**src/rtl/lane_slice_if.sv**
```systemverilog
// Command, issue and commit signals of the lane slice sequencer, grouped as one bundle.
// The master side offers slice commands, stall and commits; the slave side is the sequencer.
interface lane_slice_if #(
    parameter int WIDTH_INDEX = 8,
    parameter int WIDTH_LEN   = 6
);
    logic                   I_Cmd_Valid;
    logic                   O_Cmd_Ready;
    logic [WIDTH_INDEX-1:0] I_Cmd_Base;
    logic [WIDTH_INDEX-1:0] I_Cmd_Stride;
    logic [WIDTH_LEN-1:0]   I_Cmd_Len;
    logic                   I_Stall;
    logic                   O_Issue_Valid;
    logic [WIDTH_INDEX-1:0] O_Issue_Index;
    logic                   O_Issue_Last;
    logic                   I_Commit;
    logic                   O_Busy;
    logic                   O_Done;
    logic                   O_Err;

    modport master (
        output I_Cmd_Valid, I_Cmd_Base, I_Cmd_Stride, I_Cmd_Len, I_Stall, I_Commit,
        input  O_Cmd_Ready, O_Issue_Valid, O_Issue_Index, O_Issue_Last, O_Busy, O_Done, O_Err
    );

    modport slave (
        input  I_Cmd_Valid, I_Cmd_Base, I_Cmd_Stride, I_Cmd_Len, I_Stall, I_Commit,
        output O_Cmd_Ready, O_Issue_Valid, O_Issue_Index, O_Issue_Last, O_Busy, O_Done, O_Err
    );
endinterface

```
**src/rtl/lane_slice_seq.sv**
```systemverilog
// Lane slice sequencer: accepts a (base, stride, length) slice command, issues one
// register-file element index per cycle subject to stall and an outstanding-element
// credit limit, tracks commits and pulses O_Done once the whole slice has retired.
module lane_slice_seq #(
    parameter int WIDTH_INDEX = 8,
    parameter int WIDTH_LEN   = 6,
    parameter int MAX_OUT     = 8
) (
    input logic         clock,
    input logic         reset,
    lane_slice_if.slave bus
);
    localparam int OUT_W = $clog2(MAX_OUT + 1);
    localparam logic [OUT_W-1:0]     OUT_MAX  = OUT_W'(MAX_OUT);
    localparam logic [OUT_W-1:0]     OUT_ONE  = OUT_W'(1);
    localparam logic [OUT_W-1:0]     OUT_ZERO = '0;
    localparam logic [WIDTH_LEN-1:0] LEN_ONE  = WIDTH_LEN'(1);
    localparam logic [WIDTH_LEN-1:0] LEN_ZERO = '0;

    typedef enum logic [1:0] {
        IDLE  = 2'd0,
        ISSUE = 2'd1,
        DRAIN = 2'd2
    } state_t;

    state_t                 state_q, state_d;
    logic [WIDTH_INDEX-1:0] index_q, index_d;
    logic [WIDTH_INDEX-1:0] stride_q, stride_d;
    logic [WIDTH_LEN-1:0]   remain_q, remain_d;
    logic [OUT_W-1:0]       outst_q, outst_d;
    logic                   done_q, done_d;
    logic                   err_q, err_d;

    logic issue;
    logic issue_last;

    // Issue is purely a function of registered state and the live stall input.
    always_comb begin
        issue      = (state_q == ISSUE) && !bus.I_Stall && (outst_q < OUT_MAX);
        issue_last = issue && (remain_q == LEN_ONE);
    end

    // Next-state, datapath and credit-counter update.
    always_comb begin
        state_d  = state_q;
        index_d  = index_q;
        stride_d = stride_q;
        remain_d = remain_q;
        outst_d  = outst_q;
        done_d   = 1'b0;
        err_d    = err_q;

        // Commits are honoured in every state; an issue and a commit in the
        // same cycle cancel. A commit with nothing outstanding is an error.
        if (issue && !bus.I_Commit) begin
            outst_d = outst_q + OUT_ONE;
        end else if (bus.I_Commit && !issue) begin
            if (outst_q == OUT_ZERO) begin
                err_d = 1'b1;
            end else begin
                outst_d = outst_q - OUT_ONE;
            end
        end

        case (state_q)
            IDLE: begin
                // Acceptance follows the ready handshake alone; stall only freezes a running slice.
                if (bus.I_Cmd_Valid) begin
                    if (bus.I_Cmd_Len != LEN_ZERO) begin
                        index_d  = bus.I_Cmd_Base;
                        stride_d = bus.I_Cmd_Stride;
                        remain_d = bus.I_Cmd_Len;
                        state_d  = ISSUE;
                    end else begin
                        state_d = DRAIN;
                    end
                end
            end
            ISSUE: begin
                if (issue) begin
                    index_d  = index_q + stride_q;
                    remain_d = remain_q - LEN_ONE;
                    if (issue_last) begin
                        state_d = DRAIN;
                    end
                end
            end
            DRAIN: begin
                // Retire once every element of this slice (and any earlier one) has committed.
                if (!bus.I_Stall && (outst_d == OUT_ZERO)) begin
                    state_d = IDLE;
                    done_d  = 1'b1;
                end
            end
            default: begin
                state_d = IDLE;
            end
        endcase
    end

    // State register with synchronous active-high reset; a reset abandons any slice silently.
    always_ff @(posedge clock) begin
        if (reset) begin
            state_q  <= IDLE;
            index_q  <= '0;
            stride_q <= '0;
            remain_q <= '0;
            outst_q  <= '0;
            done_q   <= 1'b0;
            err_q    <= 1'b0;
        end else begin
            state_q  <= state_d;
            index_q  <= index_d;
            stride_q <= stride_d;
            remain_q <= remain_d;
            outst_q  <= outst_d;
            done_q   <= done_d;
            err_q    <= err_d;
        end
    end

    assign bus.O_Cmd_Ready   = (state_q == IDLE);
    assign bus.O_Issue_Valid = issue;
    assign bus.O_Issue_Index = index_q;
    assign bus.O_Issue_Last  = issue_last;
    assign bus.O_Busy        = (state_q != IDLE);
    assign bus.O_Done        = done_q;
    assign bus.O_Err         = err_q;
endmodule

```
**src/flat_wrapper.sv**
```systemverilog
// flat-port wrapper written by rule: the top's interface ports become plain ports
module lane_slice_seq_flat 
#(
    parameter int WIDTH_INDEX = 8,
    parameter int WIDTH_LEN   = 6,
    parameter int MAX_OUT     = 8
)
  (clock, reset, bus_I_Cmd_Valid, bus_I_Cmd_Base, bus_I_Cmd_Stride, bus_I_Cmd_Len, bus_I_Stall, bus_I_Commit, bus_O_Cmd_Ready, bus_O_Issue_Valid, bus_O_Issue_Index, bus_O_Issue_Last, bus_O_Busy, bus_O_Done, bus_O_Err);
  lane_slice_if #(.WIDTH_INDEX(WIDTH_INDEX), .WIDTH_LEN(WIDTH_LEN)) bus_i ();
  input logic clock;
  input logic reset;
  input wire logic [$bits(bus_i.I_Cmd_Valid)-1:0] bus_I_Cmd_Valid;
  input wire logic [$bits(bus_i.I_Cmd_Base)-1:0] bus_I_Cmd_Base;
  input wire logic [$bits(bus_i.I_Cmd_Stride)-1:0] bus_I_Cmd_Stride;
  input wire logic [$bits(bus_i.I_Cmd_Len)-1:0] bus_I_Cmd_Len;
  input wire logic [$bits(bus_i.I_Stall)-1:0] bus_I_Stall;
  input wire logic [$bits(bus_i.I_Commit)-1:0] bus_I_Commit;
  output wire logic [$bits(bus_i.O_Cmd_Ready)-1:0] bus_O_Cmd_Ready;
  output wire logic [$bits(bus_i.O_Issue_Valid)-1:0] bus_O_Issue_Valid;
  output wire logic [$bits(bus_i.O_Issue_Index)-1:0] bus_O_Issue_Index;
  output wire logic [$bits(bus_i.O_Issue_Last)-1:0] bus_O_Issue_Last;
  output wire logic [$bits(bus_i.O_Busy)-1:0] bus_O_Busy;
  output wire logic [$bits(bus_i.O_Done)-1:0] bus_O_Done;
  output wire logic [$bits(bus_i.O_Err)-1:0] bus_O_Err;
  assign bus_i.I_Cmd_Valid = bus_I_Cmd_Valid;
  assign bus_i.I_Cmd_Base = bus_I_Cmd_Base;
  assign bus_i.I_Cmd_Stride = bus_I_Cmd_Stride;
  assign bus_i.I_Cmd_Len = bus_I_Cmd_Len;
  assign bus_i.I_Stall = bus_I_Stall;
  assign bus_i.I_Commit = bus_I_Commit;
  assign bus_O_Cmd_Ready = bus_i.O_Cmd_Ready;
  assign bus_O_Issue_Valid = bus_i.O_Issue_Valid;
  assign bus_O_Issue_Index = bus_i.O_Issue_Index;
  assign bus_O_Issue_Last = bus_i.O_Issue_Last;
  assign bus_O_Busy = bus_i.O_Busy;
  assign bus_O_Done = bus_i.O_Done;
  assign bus_O_Err = bus_i.O_Err;
  lane_slice_seq #(.WIDTH_INDEX(WIDTH_INDEX), .WIDTH_LEN(WIDTH_LEN), .MAX_OUT(MAX_OUT)) u_core (.clock(clock), .reset(reset), .bus(bus_i));
endmodule
```
**config.mk**
```make
export PLATFORM = sky130hd
export DESIGN_NAME = lane_slice_seq_flat
export DESIGN_NICKNAME = d
export VERILOG_FILES = /design/src/rtl/lane_slice_if.sv /design/src/rtl/lane_slice_seq.sv /design/src/flat_wrapper.sv
export SDC_FILE = /design/constraint.sdc
export NUM_CORES = 1
export LEC_CHECK = 0
export CAP_MARGIN = 20
export CORE_ASPECT_RATIO = 1.5
export CORE_MARGIN = 3
export CORE_UTILIZATION = 45
export CTS_CLUSTER_SIZE = 24
export DETAILED_ROUTE_END_ITERATION = 12
export PLACE_DENSITY = 0.8
export SYNTH_ARGS = -nofsm -noshare
export SYNTH_HDL_FRONTEND = slang
export SYNTH_SLANG_ARGS = --single-unit
```
**constraint.sdc**
```tcl
create_clock -name clock -period 2 [get_ports clock]
set_clock_uncertainty 0.15 [all_clocks]
set_input_delay 0.4 -clock clock [delete_from_list [all_inputs] [get_ports clock]]
set_output_delay 0.4 -clock clock [all_outputs]
set_load 0.01 [all_outputs]
```
==> results.json, run 1 <==
{
  "track_usage_pct": 21.6,
  "final_cell_area_um2": 2830,
  "cp.arrival_ps": 1480,
  "synth.avg_cell_area_um2": 8.25,
  "clk_pin_slew_ps": 60,
  "drv_slew": 0,
  "grt_max_degree": 17,
  "synth_fp_nets": 274,
  "first_iter_violations": 91,
  "violations": "negative setup slack",
  "syn2layout_area_growth_pct": 46.1,
  "die_y_um": 86.4,
  "drc": 0,
  "hpwl_mm": 3.70,
  "antenna_found_initial": 0,
  "synth_edf_count": 0,
  "cts_sinks": 30,
  "ctsRootBufferMaster": "clkbuf_8",
  "initial_core_util_pct": 47.7,
  "cp-start-kind": "primary input",
  "wl_mm": 5.25,
  "first_global_vias": 2000,
  "yosysSeqAreaShare_pct": 31.0,
  "cp.required_ps": 1450,
  "hold_viol_final": 0,
  "path_max_fanout": 3,
  "synth_ff_type": "dfxtp_1",
  "yosysWarnings": 0,
  "grt_pass1_wl_mm": 8.60,
  "slew_headroom_pct": 71.9,
  "clock_latency_ps": 280,
  "critPathCaptureType": "output pin",
  "tightest_slew_ps": 421,
  "die-width_um": 59.6,
  "finalCoreUtilization_pct": 69.7,
  "final_net_count": 349,
  "rows": 28,
  "boundaryPins": 41,
  "die_area_um2": 5150,
  "finalSetupTns_ps": -55.1,
  "fin_crit_sh_pct": 102,
  "grt_overflow_total": 0,
  "finalCriticalPeriod_ps": 2030,
  "fmax_ghz": 0.491,
  "p_leak_nw": 1.20,
  "rsz0062_at_grt": "yes",
  "io_buffers": 40,
  "cts_max_path_buffers": 2,
  "antenna_cells": 0,
  "dr_total_vias": 2018,
  "netlist_instances": 235,
  "core_um2": 4060,
  "via_per_inst": 5.68,
  "ys_ff_latch": 30,
  "setup_ws_ps": -34.6,
  "maxCapViolations": 0,
  "synth_cell_type_count": 52,
  "drive_above_1_share_pct": 27.4,
  "setup_viol": 3,
  "postCtsHoldBufs": 0,
  "place.gp.congestion": 0.849,
  "postRouteAntennaNets": 0,
  "power_density_nw_per_um2": 703,
  "netlist_area_um2": 1940,
  "hold_class": "in2reg",
  "wl_per_cell_um": 14.8,
  "cts_tree": "done",
  "synthArstFlopShare_pct": 0,
  "ir_drop_v": 0.000651,
  "postPlaceCellArea_um2": 2600,
  "critPathKind": "in2out",
  "run_status": "finished with violations",
  "dr.pass1.iters": 5,
  "cts_max_level": 2,
  "numCtsBuffers": 5
}
==> flip-flops by register name (all words and copies together), names as in the netlist <==
register,count
u_core.remain_q,6
u_core.stride_q,8
u_core.state_q,2
u_core.bus.O_Err,1
u_core.outst_q,4
u_core.bus.O_Issue_Index,8
u_core.bus.O_Done,1
==> cell usage after synthesis, types with 2 or more instances <==
master	instances	area share, %
nor3_1	7	1.8
nand2_1	23	4.5
ha_1	11	7.1
and3_1	2	0.65
a221oi_1	2	0.90
o211ai_1	2	0.77
nor2_1	29	5.6
a21o_1	2	0.77
a21oi_1	12	3.1
dfxtp_1	30	31
nor2b_1	5	1.6
a311oi_2	3	2.3
o21ai_0	14	3.6
buf_6	3	1.7
a211oi_1	5	1.9
xnor2_1	2	0.90
and2_1	4	1.3
nor3b_1	3	1.2
a31oi_1	5	1.6
a211oi_2	2	1.3
mux2i_1	9	4.6
nand3_1	7	1.8
clkbuf_1	9	1.7
o221ai_1	3	1.4
inv_1	14	2.7
==> critical path, stage by stage <==
cell	delay, ps
clkdlybuf4s15_1	180
or4b_4	560
clkinv_4	70
and3_4	180
buf_6	90
==> metrics by stage <==
stage               hold slack (ps)  total power (W)  cells  worst slack (ps)
floorplan                       303          0.00116    235              -167
global placement                303          0.00145    342              -690
detailed placement              318          0.00146    342              -692
CTS                             249          0.00197    354              -105
global route                    274          0.00211    355             -87.4
finish                          252          0.00199    355             -34.6
==> kinds of logic (layout without fill, tap and decap cells) <==
group           after synthesis  count (layout)  synth area share, %
buf+inv                      29             104                 7.94
flops                        30              30                 31.0
compound gates               60              60                 23.4
fa+ha+maj                    12              12                 8.13
simple gates                 92              92                 23.5
mux                           9               9                 4.65
xor+xnor                      3               3                 1.36
==> per-layer routing <==
metal | global-route usage, % | up-vias | wire length [um]
met5 | 0 | - | 0
met4 | 9.88 | 0 | 135
met3 | 3.87 | 14 | 215
met2 | 38.8 | 58 | 2790
met1 | 23.6 | 949 | 2110
li1 | - | 997 | -
==> final cells by class <==
| cell class | count | area, um^2 |
|---|---|---|
| Multi-Input combinational cell | 176 | 1270 |
| Fill cell | 316 | 1230 |
| Timing Repair Buffer | 82 | 763 |
| Sequential cell | 30 | 603 |
| Clock buffer | 7 | 76.3 |
| Inverter | 15 | 61.3 |
| Tap cell | 45 | 56.3 |
==> placed cells by master (no fill, tap or decap), types with 5 or more instances in the layout <==
cell type        Yosys  routed
a21oi_1             12      11
a31oi_1              5       5
buf_4                0      37
buf_6                3       5
clkbuf_8             0       5
clkdlybuf4s50_1      0      31
dfxtp_1             30      28
ha_1                11      10
inv_1               14      13
mux2i_1              9       8
nand2_1             23      23
nand3_1              7       7
nor2_1              29      26
nor3_1               7       6
o21ai_0             14      12
==> worst paths after layout <==
kind              slack, ps         startpoint            endpoint  depth (start not counted)
setup / recovery        -30        bus_I_Stall    bus_O_Issue_Last                          5
hold reg to reg         330   u_core.bus.O_Err    u_core.bus.O_Err                          2
setup reg to reg          0  u_core.outst_q[3]   u_core.state_q[1]                          7
hold / removal          250   bus_I_Cmd_Len[0]  u_core.remain_q[0]                          3
==> power breakdown <==
part	leakage, nW	switching [W]	internal [W]
Combinational	0.913	0.000391	0.000431
Clock	0.0383	0.000222	0.000239
Sequential	0.248	0.0000448	0.000662
Total	1.20	0.000659	0.00133
==> repair_timing <==
action | in CTS | in global routing
buffers inserted | 4 | 1
cloned | 1 | 0
endpoints found under the setup margin | 32 | 17
pin swaps | 11 | 13
resized for setup | 42 | 17
(Power assumes the default switching activity.)
==> inputs of run 2 (changes only) <==
Settings changed: CTS_CLUSTER_SIZE 24 to 8, HOLD_SLACK_MARGIN from default to 0.1.
==> results of run 2 <==
No change in the layout: final DEF, timing and power equal those of run 1.
==> inputs of run 3 (changes only) <==
Settings changed: ABC_CLOCK_PERIOD_IN_PS from default to 1700.
Clock period 2 ns to 1.7 ns, I/O delays scaled along.
==> run 3 against run 2 <==
Net effect: the flow still finishes with violations (negative setup slack); sequential power is 18% higher; core utilization is 6.1 points higher; global-route usage is 2.4 points higher; non-clock buffer count is 14 higher; first-iteration DRC count is 5.5% higher; total power is 29% higher; critical path type is now reg2reg.
==> results.json, run 3 (synthesis gave the netlist of run 1 again) <==
{
  "grt_max_degree": 16,
  "violations": "negative setup slack",
  "place.gp.congestion": 0.919,
  "ctsRootBufferMaster": "clkbuf_8",
  "critPathCaptureType": "register",
  "setup_ws_ps": -345,
  "io_buffers": 40,
  "first_global_vias": 2098,
  "drv_slew": 0,
  "numCtsBuffers": 5,
  "dr_total_vias": 2151,
  "final_net_count": 363,
  "rsz0062_at_grt": "yes",
  "run_status": "finished with violations",
  "cts_max_level": 2,
  "power_density_nw_per_um2": 836,
  "grtUsageMet3_pct": 4.92,
  "grt_overflow_total": 0,
  "postPlaceCellArea_um2": 2710,
  "fin_crit_sh_pct": 120,
  "cp.required_ps": 1740,
  "fmax_ghz": 0.489,
  "p_leak_nw": 1.32,
  "grt_pass1_wl_mm": 9.40,
  "wl_per_cell_um": 17.2,
  "wl_mm": 6.32,
  "core_um2": 4060,
  "boundaryPins": 41,
  "cts_tree": "done",
  "final_common_cell": "buf_4",
  "final_cell_area_um2": 3080,
  "dr.pass1.iters": 4,
  "antenna_found_initial": 0,
  "first_iter_violations": 96,
  "cp_slowest_cell": "or4b_4",
  "critPathKind": "reg2reg",
  "layout.cells.non_filler": 368,
  "drive_above_1_share_pct": 39.3,
  "antenna_cells": 0,
  "hold_viol_final": 0,
  "finalCriticalPeriod_ps": 2050,
  "postRouteAntennaNets": 0,
  "path_max_fanout": 6,
  "initial_core_util_pct": 47.7,
  "postCtsHoldBufs": 0,
  "die_y_um": 86.4,
  "most-common-layout-cells": "buf_4, dfxtp_1, nor2_1, clkdlybuf4s50_1, nand2_1",
  "dp.cells": 357,
  "crit_chain": "or4b_4, clkinv_4, buf_8, buf_6, a41oi_2, o221ai_2, nor4_4, nor2b_1",
  "setup_viol": 31,
  "hold_class": "in2reg",
  "ff2ff_path_depth": 8,
  "busiest_layer": "met2",
  "die-width_um": 59.6,
  "dpl_worst_slack_ps": -893,
  "hpwl_mm": 3.95,
  "slowest_delay_ps": 560,
  "final.fill_count": 291,
  "slew_headroom_pct": 73.8,
  "syn2layout_area_growth_pct": 58.9,
  "track_usage_pct": 24.0,
  "grt_use_met1_pct": 25.9,
  "rows": 28,
  "die_area_um2": 5150,
  "clock_latency_ps": 290,
  "cts_sinks": 30,
  "cts_max_path_buffers": 2,
  "via_per_inst": 5.85,
  "cp.arrival_ps": 2080,
  "holdPathStages": 3,
  "cp-start-kind": "register",
  "tightest_slew_ps": 392,
  "maxCapViolations": 0,
  "clk_pin_slew_ps": 70,
  "drc": 0,
  "grt_util_met2_pct": 42.5,
  "ir_drop_v": 0.000742
}
==> run 3: cell types whose count changed in the layout (fill, tap and decap cells not counted), moves of 5 or more <==
| cell | previous run | this run |
|---|---|---|
| buf_4 | 37 | 45 |
| dlygate4sd2_1 | 1 | 10 |
| a21oi_2 | 1 | 6 |
| buf_6 | 5 | 10 |
| a21oi_1 | 11 | 6 |
| clkdlybuf4s50_1 | 31 | 22 |
| o21ai_0 | 12 | 6 |
==> run 3: area by class of cell <==
cell class | instances | area [um^2] | area share [%]
clock buffer | 6 | 82.6 | 2.68
inverter | 15 | 61.3 | 1.99
multi-input combinational | 176 | 1410 | 45.8
timing repair buffer | 96 | 862 | 28.0
tap | 45 | 56.3 | 1.83
sequential | 30 | 607 | 19.7
==> run 3: layer usage <==
metal | vias up | part of all wire, %
met3 | 19 | 4.1
met5 | - | 0
li1 | 1024 | -
met1 | 1039 | 36
met2 | 69 | 57
met4 | 0 | 2.6
==> run 3: worst max-delay path, delay by kind of cell, from the launching register on <==
kind            cells  cell delay (ps)
simple gates        3              790
compound gates      2              380
buf+inv             3              300
flops               1              320
==> run 3: repair_timing <==
action,in CTS,in global routing
pin swaps,29,26
endpoints found under the setup margin,41,32
gates resized for setup,76,41
buffers inserted,2,2
cloned,1,0
==> run 3: path summary, 6_finish.rpt <==
path,startpoint,to,slack (ps)
max,u_core.state_q[1],u_core.bus.O_Done,-350
min,bus_I_Cmd_Len[0],u_core.remain_q[0],200
max reg2reg,u_core.state_q[1],u_core.bus.O_Done,-350
min reg2reg,u_core.remain_q[5],u_core.remain_q[5],320
==> run 3: per-stage QoR <==
stage	TNS, ps	hold WS, ps	utilization (%)	power, W
after floorplan	-6840	303	-	0.00138
after global placement	-22310	321	66.7	0.00175
after detailed placement	-22770	319	66.7	0.00177
after CTS	-5210	194	71.7	0.00243
after global routing	-6900	214	75.8	0.00270
final	-5680	198	75.8	0.00258
==> run 3: report_power, final <==
group          switching [W]  leakage, nW  total [W]  internal [W]
clock network       0.000280       0.0431   0.000592      0.000312
logic               0.000569         1.02    0.00115      0.000582
registers          0.0000522        0.249   0.000832      0.000780
